[src/rtl/cgra_harness_pkg.sv]
// rtl/cgra_harness_pkg.sv - shared types, encodings and helpers for the CGRA stream harness
package cgra_harness_pkg;

  typedef enum logic [2:0] {
    ST_IDLE,
    ST_CONFIG,
    ST_GAP,
    ST_RUN,
    ST_FLUSH,
    ST_DONE
  } state_e;

  localparam logic MODE_INC  = 1'b0;
  localparam logic MODE_LFSR = 1'b1;

  // Fibonacci taps 16,14,13,11 expressed as a bit mask over state bits [15:0]
  localparam logic [15:0] LFSR_TAPS = 16'hB400;

  // Callers truncate the result to their lane width.
  function automatic logic [63:0] scale_expected(input logic [63:0] stim, input logic [3:0] shift);
    return stim << shift;
  endfunction

endpackage

[src/rtl/stream_delay_line.sv]
// rtl/stream_delay_line.sv - MAX_LAT-deep {valid, payload} shift register with runtime tap select
module stream_delay_line #(
  parameter int W       = 32,
  parameter int MAX_LAT = 8,
  parameter int LAT_W   = $clog2(MAX_LAT + 1)
) (
  input  logic             clk_in,
  input  logic             reset_n_in,
  input  logic             clr_in,
  input  logic             valid_in,
  input  logic [W-1:0]     data_in,
  input  logic [LAT_W-1:0] latency_in,
  output logic             valid_out,
  output logic [W-1:0]     data_out
);

  logic [MAX_LAT-1:0] vld_q;
  logic [W-1:0]       data_q [MAX_LAT];

  always_ff @(posedge clk_in or negedge reset_n_in) begin
    if (!reset_n_in) begin
      vld_q <= '0;
    end else if (clr_in) begin
      vld_q <= '0;
    end else begin
      vld_q[0] <= valid_in;
      for (int i = 1; i < MAX_LAT; i++) begin
        vld_q[i] <= vld_q[i-1];
      end
    end
  end

  // Payload needs no reset; only the valid bits qualify it.
  always_ff @(posedge clk_in) begin
    data_q[0] <= data_in;
    for (int i = 1; i < MAX_LAT; i++) begin
      data_q[i] <= data_q[i-1];
    end
  end

  always_comb begin
    valid_out = 1'b0;
    data_out  = data_q[0];
    for (int i = 0; i < MAX_LAT; i++) begin
      if (latency_in == LAT_W'(i + 1)) begin
        valid_out = vld_q[i];
        data_out  = data_q[i];
      end
    end
  end

endmodule

[src/rtl/cgra_stream_harness.sv]
// rtl/cgra_stream_harness.sv - config loader, lane stimulus generator and latency-compensated response checker
import cgra_harness_pkg::*;

module cgra_stream_harness #(
  parameter int DATA_W     = 16,
  parameter int LANES      = 2,
  parameter int CFG_ADDR_W = 32,
  parameter int CFG_DATA_W = 32,
  parameter int MAX_LAT    = 8,
  parameter int CYC_W      = 32
) (
  input  logic                          clk_in,
  input  logic                          reset_n_in,
  input  logic                          start_in,
  input  logic                          mode_in,
  input  logic [3:0]                    shift_in,
  input  logic [$clog2(MAX_LAT+1)-1:0]  latency_in,
  input  logic [CYC_W-1:0]              run_cycles_in,
  input  logic                          cfg_valid_in,
  output logic                          cfg_ready_out,
  input  logic [CFG_ADDR_W-1:0]         cfg_addr_in,
  input  logic [CFG_DATA_W-1:0]         cfg_data_in,
  input  logic                          cfg_last_in,
  output logic [CFG_ADDR_W-1:0]         config_addr_out,
  output logic [CFG_DATA_W-1:0]         config_data_out,
  output logic [LANES*DATA_W-1:0]       stim_out,
  input  logic [LANES*DATA_W-1:0]       resp_in,
  output logic                          busy_out,
  output logic                          done_out,
  output logic                          pass_out,
  output logic [CYC_W-1:0]              err_count_out,
  output logic [CYC_W-1:0]              first_err_cycle_out
);

  localparam int LAT_W = $clog2(MAX_LAT + 1);
  localparam int SW    = LANES * DATA_W;

  state_e                  state_q, state_d;
  logic                    mode_q;
  logic [3:0]              shift_q;
  logic [LAT_W-1:0]        lat_q, lat_clamped;
  logic [CYC_W-1:0]        run_len_q, run_cnt_q;
  logic [LAT_W-1:0]        flush_cnt_q;
  logic [DATA_W-1:0]       base_q;
  logic [DATA_W-1:0]       lfsr_q [LANES];
  logic [SW-1:0]           stim_q, stim_next, exp_vec;
  logic                    stim_vld_q;
  logic [CFG_ADDR_W-1:0]   cfg_addr_q;
  logic [CFG_DATA_W-1:0]   cfg_data_q;
  logic [CYC_W-1:0]        err_q, first_err_q, chk_cnt_q, nmis, err_next;
  logic [CYC_W:0]          err_sum;
  logic                    first_set_q;
  logic                    start_go, cfg_accept;
  logic                    dly_vld;
  logic [SW-1:0]           dly_exp;

  function automatic logic [DATA_W-1:0] lfsr_step(input logic [DATA_W-1:0] s);
    logic [DATA_W-1:0] taps;
    taps = DATA_W'(LFSR_TAPS);
    return {s[DATA_W-2:0], ^(s & taps)};
  endfunction

  always_ff @(posedge clk_in or negedge reset_n_in) begin
    if (!reset_n_in) state_q <= ST_IDLE;
    else             state_q <= state_d;
  end

  always_comb begin
    state_d = state_q;
    case (state_q)
      ST_IDLE, ST_DONE: if (start_in) state_d = ST_CONFIG;
      ST_CONFIG:        if (cfg_valid_in && cfg_last_in) state_d = ST_GAP;
      ST_GAP:           state_d = (run_len_q == '0) ? ST_FLUSH : ST_RUN;
      ST_RUN:           if (run_cnt_q == run_len_q - CYC_W'(1)) state_d = ST_FLUSH;
      ST_FLUSH:         if (flush_cnt_q == lat_q) state_d = ST_DONE;
      default:          state_d = ST_IDLE;
    endcase
  end

  always_comb begin
    cfg_ready_out = (state_q == ST_CONFIG);
    busy_out      = (state_q == ST_CONFIG) || (state_q == ST_GAP) ||
                    (state_q == ST_RUN)    || (state_q == ST_FLUSH);
    done_out      = (state_q == ST_DONE);
    pass_out      = (state_q == ST_DONE) && (err_q == '0);
  end

  assign start_go   = start_in && ((state_q == ST_IDLE) || (state_q == ST_DONE));
  assign cfg_accept = cfg_valid_in && (state_q == ST_CONFIG);

  always_comb begin
    lat_clamped = latency_in;
    if (latency_in == '0)                  lat_clamped = LAT_W'(1);
    else if (latency_in > LAT_W'(MAX_LAT)) lat_clamped = LAT_W'(MAX_LAT);
  end

  always_comb begin
    stim_next = '0;
    exp_vec   = '0;
    for (int i = 0; i < LANES; i++) begin
      if (mode_q == MODE_LFSR) stim_next[i*DATA_W +: DATA_W] = lfsr_q[i];
      else                     stim_next[i*DATA_W +: DATA_W] = base_q + DATA_W'(i);
      exp_vec[i*DATA_W +: DATA_W] =
        DATA_W'(scale_expected(64'(stim_q[i*DATA_W +: DATA_W]), shift_q));
    end
  end

  // Expected values are derived from the registered pad word, so tap L lines up with a fabric of latency L.
  stream_delay_line #(
    .W       (SW),
    .MAX_LAT (MAX_LAT),
    .LAT_W   (LAT_W)
  ) u_delay (
    .clk_in     (clk_in),
    .reset_n_in (reset_n_in),
    .clr_in     (start_go),
    .valid_in   (stim_vld_q),
    .data_in    (exp_vec),
    .latency_in (lat_q),
    .valid_out  (dly_vld),
    .data_out   (dly_exp)
  );

  always_comb begin
    nmis = '0;
    for (int i = 0; i < LANES; i++) begin
      if (dly_vld && (resp_in[i*DATA_W +: DATA_W] != dly_exp[i*DATA_W +: DATA_W])) begin
        nmis = nmis + CYC_W'(1);
      end
    end
    err_sum  = {1'b0, err_q} + {1'b0, nmis};
    err_next = err_sum[CYC_W] ? '1 : err_sum[CYC_W-1:0];
  end

  always_ff @(posedge clk_in or negedge reset_n_in) begin
    if (!reset_n_in) begin
      mode_q      <= MODE_INC;
      shift_q     <= '0;
      lat_q       <= LAT_W'(1);
      run_len_q   <= '0;
      run_cnt_q   <= '0;
      flush_cnt_q <= '0;
      base_q      <= '0;
      for (int i = 0; i < LANES; i++) lfsr_q[i] <= DATA_W'(i + 1);
      stim_q      <= '0;
      stim_vld_q  <= 1'b0;
      cfg_addr_q  <= '0;
      cfg_data_q  <= '0;
      err_q       <= '0;
      first_err_q <= '1;
      first_set_q <= 1'b0;
      chk_cnt_q   <= '0;
    end else begin
      cfg_addr_q <= '0;
      if (cfg_accept) begin
        cfg_addr_q <= cfg_addr_in;
        cfg_data_q <= cfg_data_in;
      end
      if (start_go) begin
        mode_q      <= mode_in;
        shift_q     <= shift_in;
        lat_q       <= lat_clamped;
        run_len_q   <= run_cycles_in;
        run_cnt_q   <= '0;
        flush_cnt_q <= '0;
        base_q      <= '0;
        for (int i = 0; i < LANES; i++) lfsr_q[i] <= DATA_W'(i + 1);
        stim_q      <= '0;
        stim_vld_q  <= 1'b0;
        err_q       <= '0;
        first_err_q <= '1;
        first_set_q <= 1'b0;
        chk_cnt_q   <= '0;
      end else begin
        if (state_q == ST_RUN) begin
          stim_q     <= stim_next;
          stim_vld_q <= 1'b1;
          base_q     <= base_q + DATA_W'(1);
          for (int i = 0; i < LANES; i++) lfsr_q[i] <= lfsr_step(lfsr_q[i]);
          run_cnt_q  <= run_cnt_q + CYC_W'(1);
        end else if (state_q == ST_FLUSH) begin
          stim_vld_q  <= 1'b0;
          flush_cnt_q <= flush_cnt_q + LAT_W'(1);
        end
        if (dly_vld) begin
          chk_cnt_q <= chk_cnt_q + CYC_W'(1);
          if (nmis != '0) begin
            err_q <= err_next;
            if (!first_set_q) begin
              first_err_q <= chk_cnt_q;
              first_set_q <= 1'b1;
            end
          end
        end
      end
    end
  end

  assign config_addr_out     = cfg_addr_q;
  assign config_data_out     = cfg_data_q;
  assign stim_out            = stim_q;
  assign err_count_out       = err_q;
  assign first_err_cycle_out = first_err_q;

endmodule
[config.mk]
export PLATFORM = sky130hd
export DESIGN_NAME = cgra_stream_harness
export DESIGN_NICKNAME = d
export VERILOG_FILES = /design/src/rtl/cgra_harness_pkg.sv /design/src/rtl/stream_delay_line.sv /design/src/rtl/cgra_stream_harness.sv
export SDC_FILE = /design/constraint.sdc
export NUM_CORES = 1
export LEC_CHECK = 0
export CORE_MARGIN = 2
export CORE_UTILIZATION = 60
export DETAILED_ROUTE_END_ITERATION = 10
export PLACE_DENSITY = 0.85
export SLEW_MARGIN = 20
export SYNTH_ARGS = -nofsm -noshare
export SYNTH_HDL_FRONTEND = slang
export SYNTH_SLANG_ARGS = --single-unit
[constraint.sdc]
create_clock -name clk_in -period 16.9 [get_ports clk_in]
set_input_delay 1.69 -clock clk_in [delete_from_list [all_inputs] [get_ports clk_in]]
set_output_delay 1.69 -clock clk_in [all_outputs]
set_load 0.02 [all_outputs]
==> metrics.md <==
| Metric | Value |
|---|---|
| Outcome | complete, no violations |
| Number of max-capacitance violations reported | 0 |
| Site row count | 75 |
| Count of final setup violators | 0 |
| Fraction of layout instances using a drive strength above 1 | 0.08496 |
| Post-Route Setup TNS | 0 ns |
| Overall die height | 209.9 um |
| Starting density of the core | 0.6078 |
| CTS tree | built |
| Fraction of post-synthesis cell area in the top cell type by area | 0.2902 |
| Number of vias in the routed layout | 21.15k |
| Hold Path Origin | u_delay.data_q[1][31] |
| Clock root buffer | sky130_fd_sc_hd__clkbuf_16 |
| CTS Buf Count | 58 |
| Leak Pwr | 12.76 nW |
| Via-per-instance ratio | 6.113 |
| Maximum fanout along the worst path | 48 |
| Worst stage delay on the critical path | 0.95 ns |
| Critical Path Slowest Stage Cell | sky130_fd_sc_hd__dfstp_2 |
| Worst Setup Path Type | reg2reg |
| Post-synthesis cell type with the largest combined area | sky130_fd_sc_hd__dfrtp_1 |
| Antenna Violating Nets Remaining | 0 |
| CP startpoint kind | flop |
| Launch point of the worst path | lat_q[0] |
| Number of gates resized after cts | 0 |
| Hold_buf cts | 0 |
| CP arrival | 8.83 ns |
| Clock transition at the registers of the reported paths | 0.06 ns |
| Core Area | 41850 sq um |
| Pin count of the biggest net entering global routing | 121 |
| Number of synthesized register bits | 586 |
| Synthesized area | 25440 sq um |
| Detailed placer's ending HPWL | 48010 um |
| Initial antenna violation count | 1 |
| Power density relative to cell area | 184.1 nW/um^2 |
| Worst skew pair latency | 0.65 ns |
| Share of synthesized flip-flops with an asynchronous set or reset | 0.5631 |
| Detailed-route DRC error count | 0 |
| Synth Area per Inst | 9.625 sq um |
| Predominant post-synthesis flop cell | sky130_fd_sc_hd__dfrtp_1 |
| Hold violation count in the final report | 0 |
| Number of sinks on the clock net | 586 |
| Post-layout worst setup margin | 8.574 ns |
| Count of flip-flops with a built-in enable after synthesis | 0 |
| Synthesized instance count | 2643 |
| Pre-CTS setup slack | 8.549 ns |
| Sw Ratio | 0.3885 |
| Relative slew slack | 0.2820 |
| Count leader, synth | sky130_fd_sc_hd__nand2_1 |
| Buffer levels on the longest clock path | 3 |
| Warnings, synthesis | 0 |
| Final weighted congestion in routability-driven placement | 0.9654 |
| List of most frequent post-synthesis cells | sky130_fd_sc_hd__nand2_1 (352), sky130_fd_sc_hd__dfrtp_1 (295), sky130_fd_sc_hd__dfxtp_1 (256), sky130_fd_sc_hd__nor2_1 (222), sky130_fd_sc_hd__o21ai_0 (165) |
| Post-detailed-routing wire length | 69710 um |
| Highest Clock Rate | 120.1 MHz |
| Number of nets in the layout | 3021 |
| Synth Net Count | 2795 |
| Routed wire length per instance | 20.15 um |
| Measured slew at the worst slew-check pin | 1.077 ns |
| Number of different library cells in the post-synthesis netlist | 95 |
| Proportion of power drawn by flip-flops and latches | 0.402 |
| Critical Path Sink Type | flop |
| Relative contribution of the clock network to total power | 0.239 |
| Boundary Pins | 306 |
| Fraction of met2 tracks used by global routing | 0.5279 |
| Wire length of the first global-routing pass | 111100 um |
| Global Route Usage Sum | 0.3144 |
| Die X | 209.9 um |
| Cell-internal power | 0.003463 W |
| Final worst path period need | 8.326 ns |
| Post-synthesis to final-layout area growth | 20.91% |
| Post-route clock period utilization | 0.4926 |
| Reg-to-reg startpoint | lat_q[0] |
| Die area | 44060 sq um |
| Number of DRC markers in iteration 0 | 2084 |
| GR peak layer | met2 |
| Worst slack on hold paths | 0.3153 ns |
| Portion of total power attributed to combinational logic | 0.359 |
| RSZ-0062 raised after global routing | false |
| M3 GR Usage | 0.06015 |
| Portion of the post-synthesis area used by sequential elements | 0.5278 |
| Top area cells in the synthesized netlist | sky130_fd_sc_hd__dfrtp_1 (29%), sky130_fd_sc_hd__dfxtp_1 (20%), sky130_fd_sc_hd__nand2_1 (5.2%) |
| Req. time, crit path | 17.41 ns |
| Max Slew Vio Count | 0 |
| CP Cell Sequence | buf_4, inv_2, nor3_1, a22oi_1, o21ai_1, a311oi_1, or3_1, o41a_1, ha_1, ha_1, inv_1, fa_1, nor2b_1, nand3_1, nor2_1, and3b_1, nand4_1, nand2_1, nor2_1, a311oi_1 |
| Vias in the first global route | 20.81k |
| Worst clock skew | 0.04601 ns |
| Class of the tightest hold or removal check | reg2reg |
| Detailed-router iteration count before antenna repair | 8 |
| Grt ovf | 0 |
| Total number of H-tree levels | 2 |
| Switching power of the nets | 0.002200 W |
| Count of buffers inserted at the top-level ports | 305 |
| Met1 demand-to-capacity share in global routing | 0.3995 |
| IR Drop Worst-Case VDD | 0.1424 mV |
| Setup repair bufs after CTS | 0 |
## logic make-up (layout without fill, tap and decap cells)
group | count (synthesis) | after routing | synth area share
mux | 135 | 135 | 0.05853
flops | 586 | 586 | 0.5278
compound gates | 534 | 534 | 0.1313
fa+ha+maj | 10 | 10 | 0.005214
simple gates | 1043 | 1043 | 0.1995
other cells | 0 | 2 | 0
buf+inv | 210 | 486 | 0.03463
xor+xnor | 125 | 125 | 0.04304
## per-layer routing
metal  part of all wire  vias up
li1                   -     9837
met1               0.40    10194
met2               0.48      946
met3              0.075      173
met4              0.041        0
met5                  0        -
## area by class of cell
cell class / instances / area (sq um)
well taps: 539 / 674.4
diodes: 2 / 5.005
inverters: 47 / 176.4
repair buffers: 329 / 3238
flip-flops and latches: 586 / 13430
multi-input cells: 1847 / 11170
clock inverters: 29 / 370.4
clock buffers: 81 / 1690
fillers: 2956 / 11090
## metrics by stage
stage	area (sq um)	util	power [W]	instances
2_1_floorplan	25440	-	0.003543	2643
3_3_place_gp	28690	0.6855	0.004213	3348
3_5_place_dp	28690	0.6855	0.004276	3348
4_1_cts	30750	0.7348	0.005651	3458
5_1_grt	30760	0.7349	0.005958	3459
6_report	30760	0.7349	0.005663	3460
## critical path: cells and delay by family, from the launching register on
| kind | cells | cell delay [ns] |
|---|---|---|
| flip-flops | 1 | 0.95 |
| AO/OA/AOI/OAI | 5 | 1.25 |
| AND/OR/NAND/NOR | 9 | 4.05 |
| adder cells (fa/ha/maj) | 3 | 0.90 |
| buffers and inverters | 3 | 1.01 |
## sequential cells by signal, indices dropped and copies added, names as in the netlist, 8 cells and up
register / flops
base_q: 16
config_addr_out: 32
stim_out: 32
run_len_q: 32
run_cnt_q: 32
chk_cnt_q: 32
err_count_out: 32
first_err_cycle_out: 32
u_delay.vld_q: 8
u_delay.data_q: 256
config_data_out: 32
lfsr_q: 32
## power groups by stage
stage	registers, W	logic [W]	clock network [W]
after floorplan	0.00223	0.00131	0
after global placement	0.00226	0.00195	0
after detailed placement	0.00228	0.00199	0
after CTS	0.00227	0.00202	0.00137
after global routing	0.00233	0.00220	0.00143
final	0.00228	0.00203	0.00135
## layout by cell type (no fill, tap or decap), drive strengths merged, types with 18 or more instances in the layout
| cell | n |
|---|---|
| nand2 | 352 |
| and3 | 64 |
| xor2 | 51 |
| inv | 49 |
| nor4 | 36 |
| o21ai | 175 |
| nor2 | 222 |
| a211oi | 38 |
| a21oi | 116 |
| and2 | 22 |
| nor3 | 63 |
| dfxtp | 256 |
| nand2b | 20 |
| clkbuf | 81 |
| mux2 | 47 |
| or3 | 18 |
| a22oi | 33 |
| xnor2 | 74 |
| buf | 25 |
| dfrtp | 295 |
| clkdlybuf4s50 | 304 |
| dfstp | 35 |
| o22ai | 37 |
| nand3 | 136 |
| nand4 | 31 |
| mux2i | 82 |
## worst paths after layout
kind / end / slack, ns / cells past startpoint
setup / recovery: err_count_out[15] / 8.57 / 20
hold / removal: u_delay.data_q[1][63] / 0.32 / 0
setup reg to reg: err_count_out[15] / 8.57 / 20
hold reg to reg: u_delay.data_q[1][63] / 0.32 / 0
max in group asynchronous: mode_q / 13.41 / 3
min in group asynchronous: config_data_out[16] / 1.13 / 1
(Power assumes the default switching activity.)
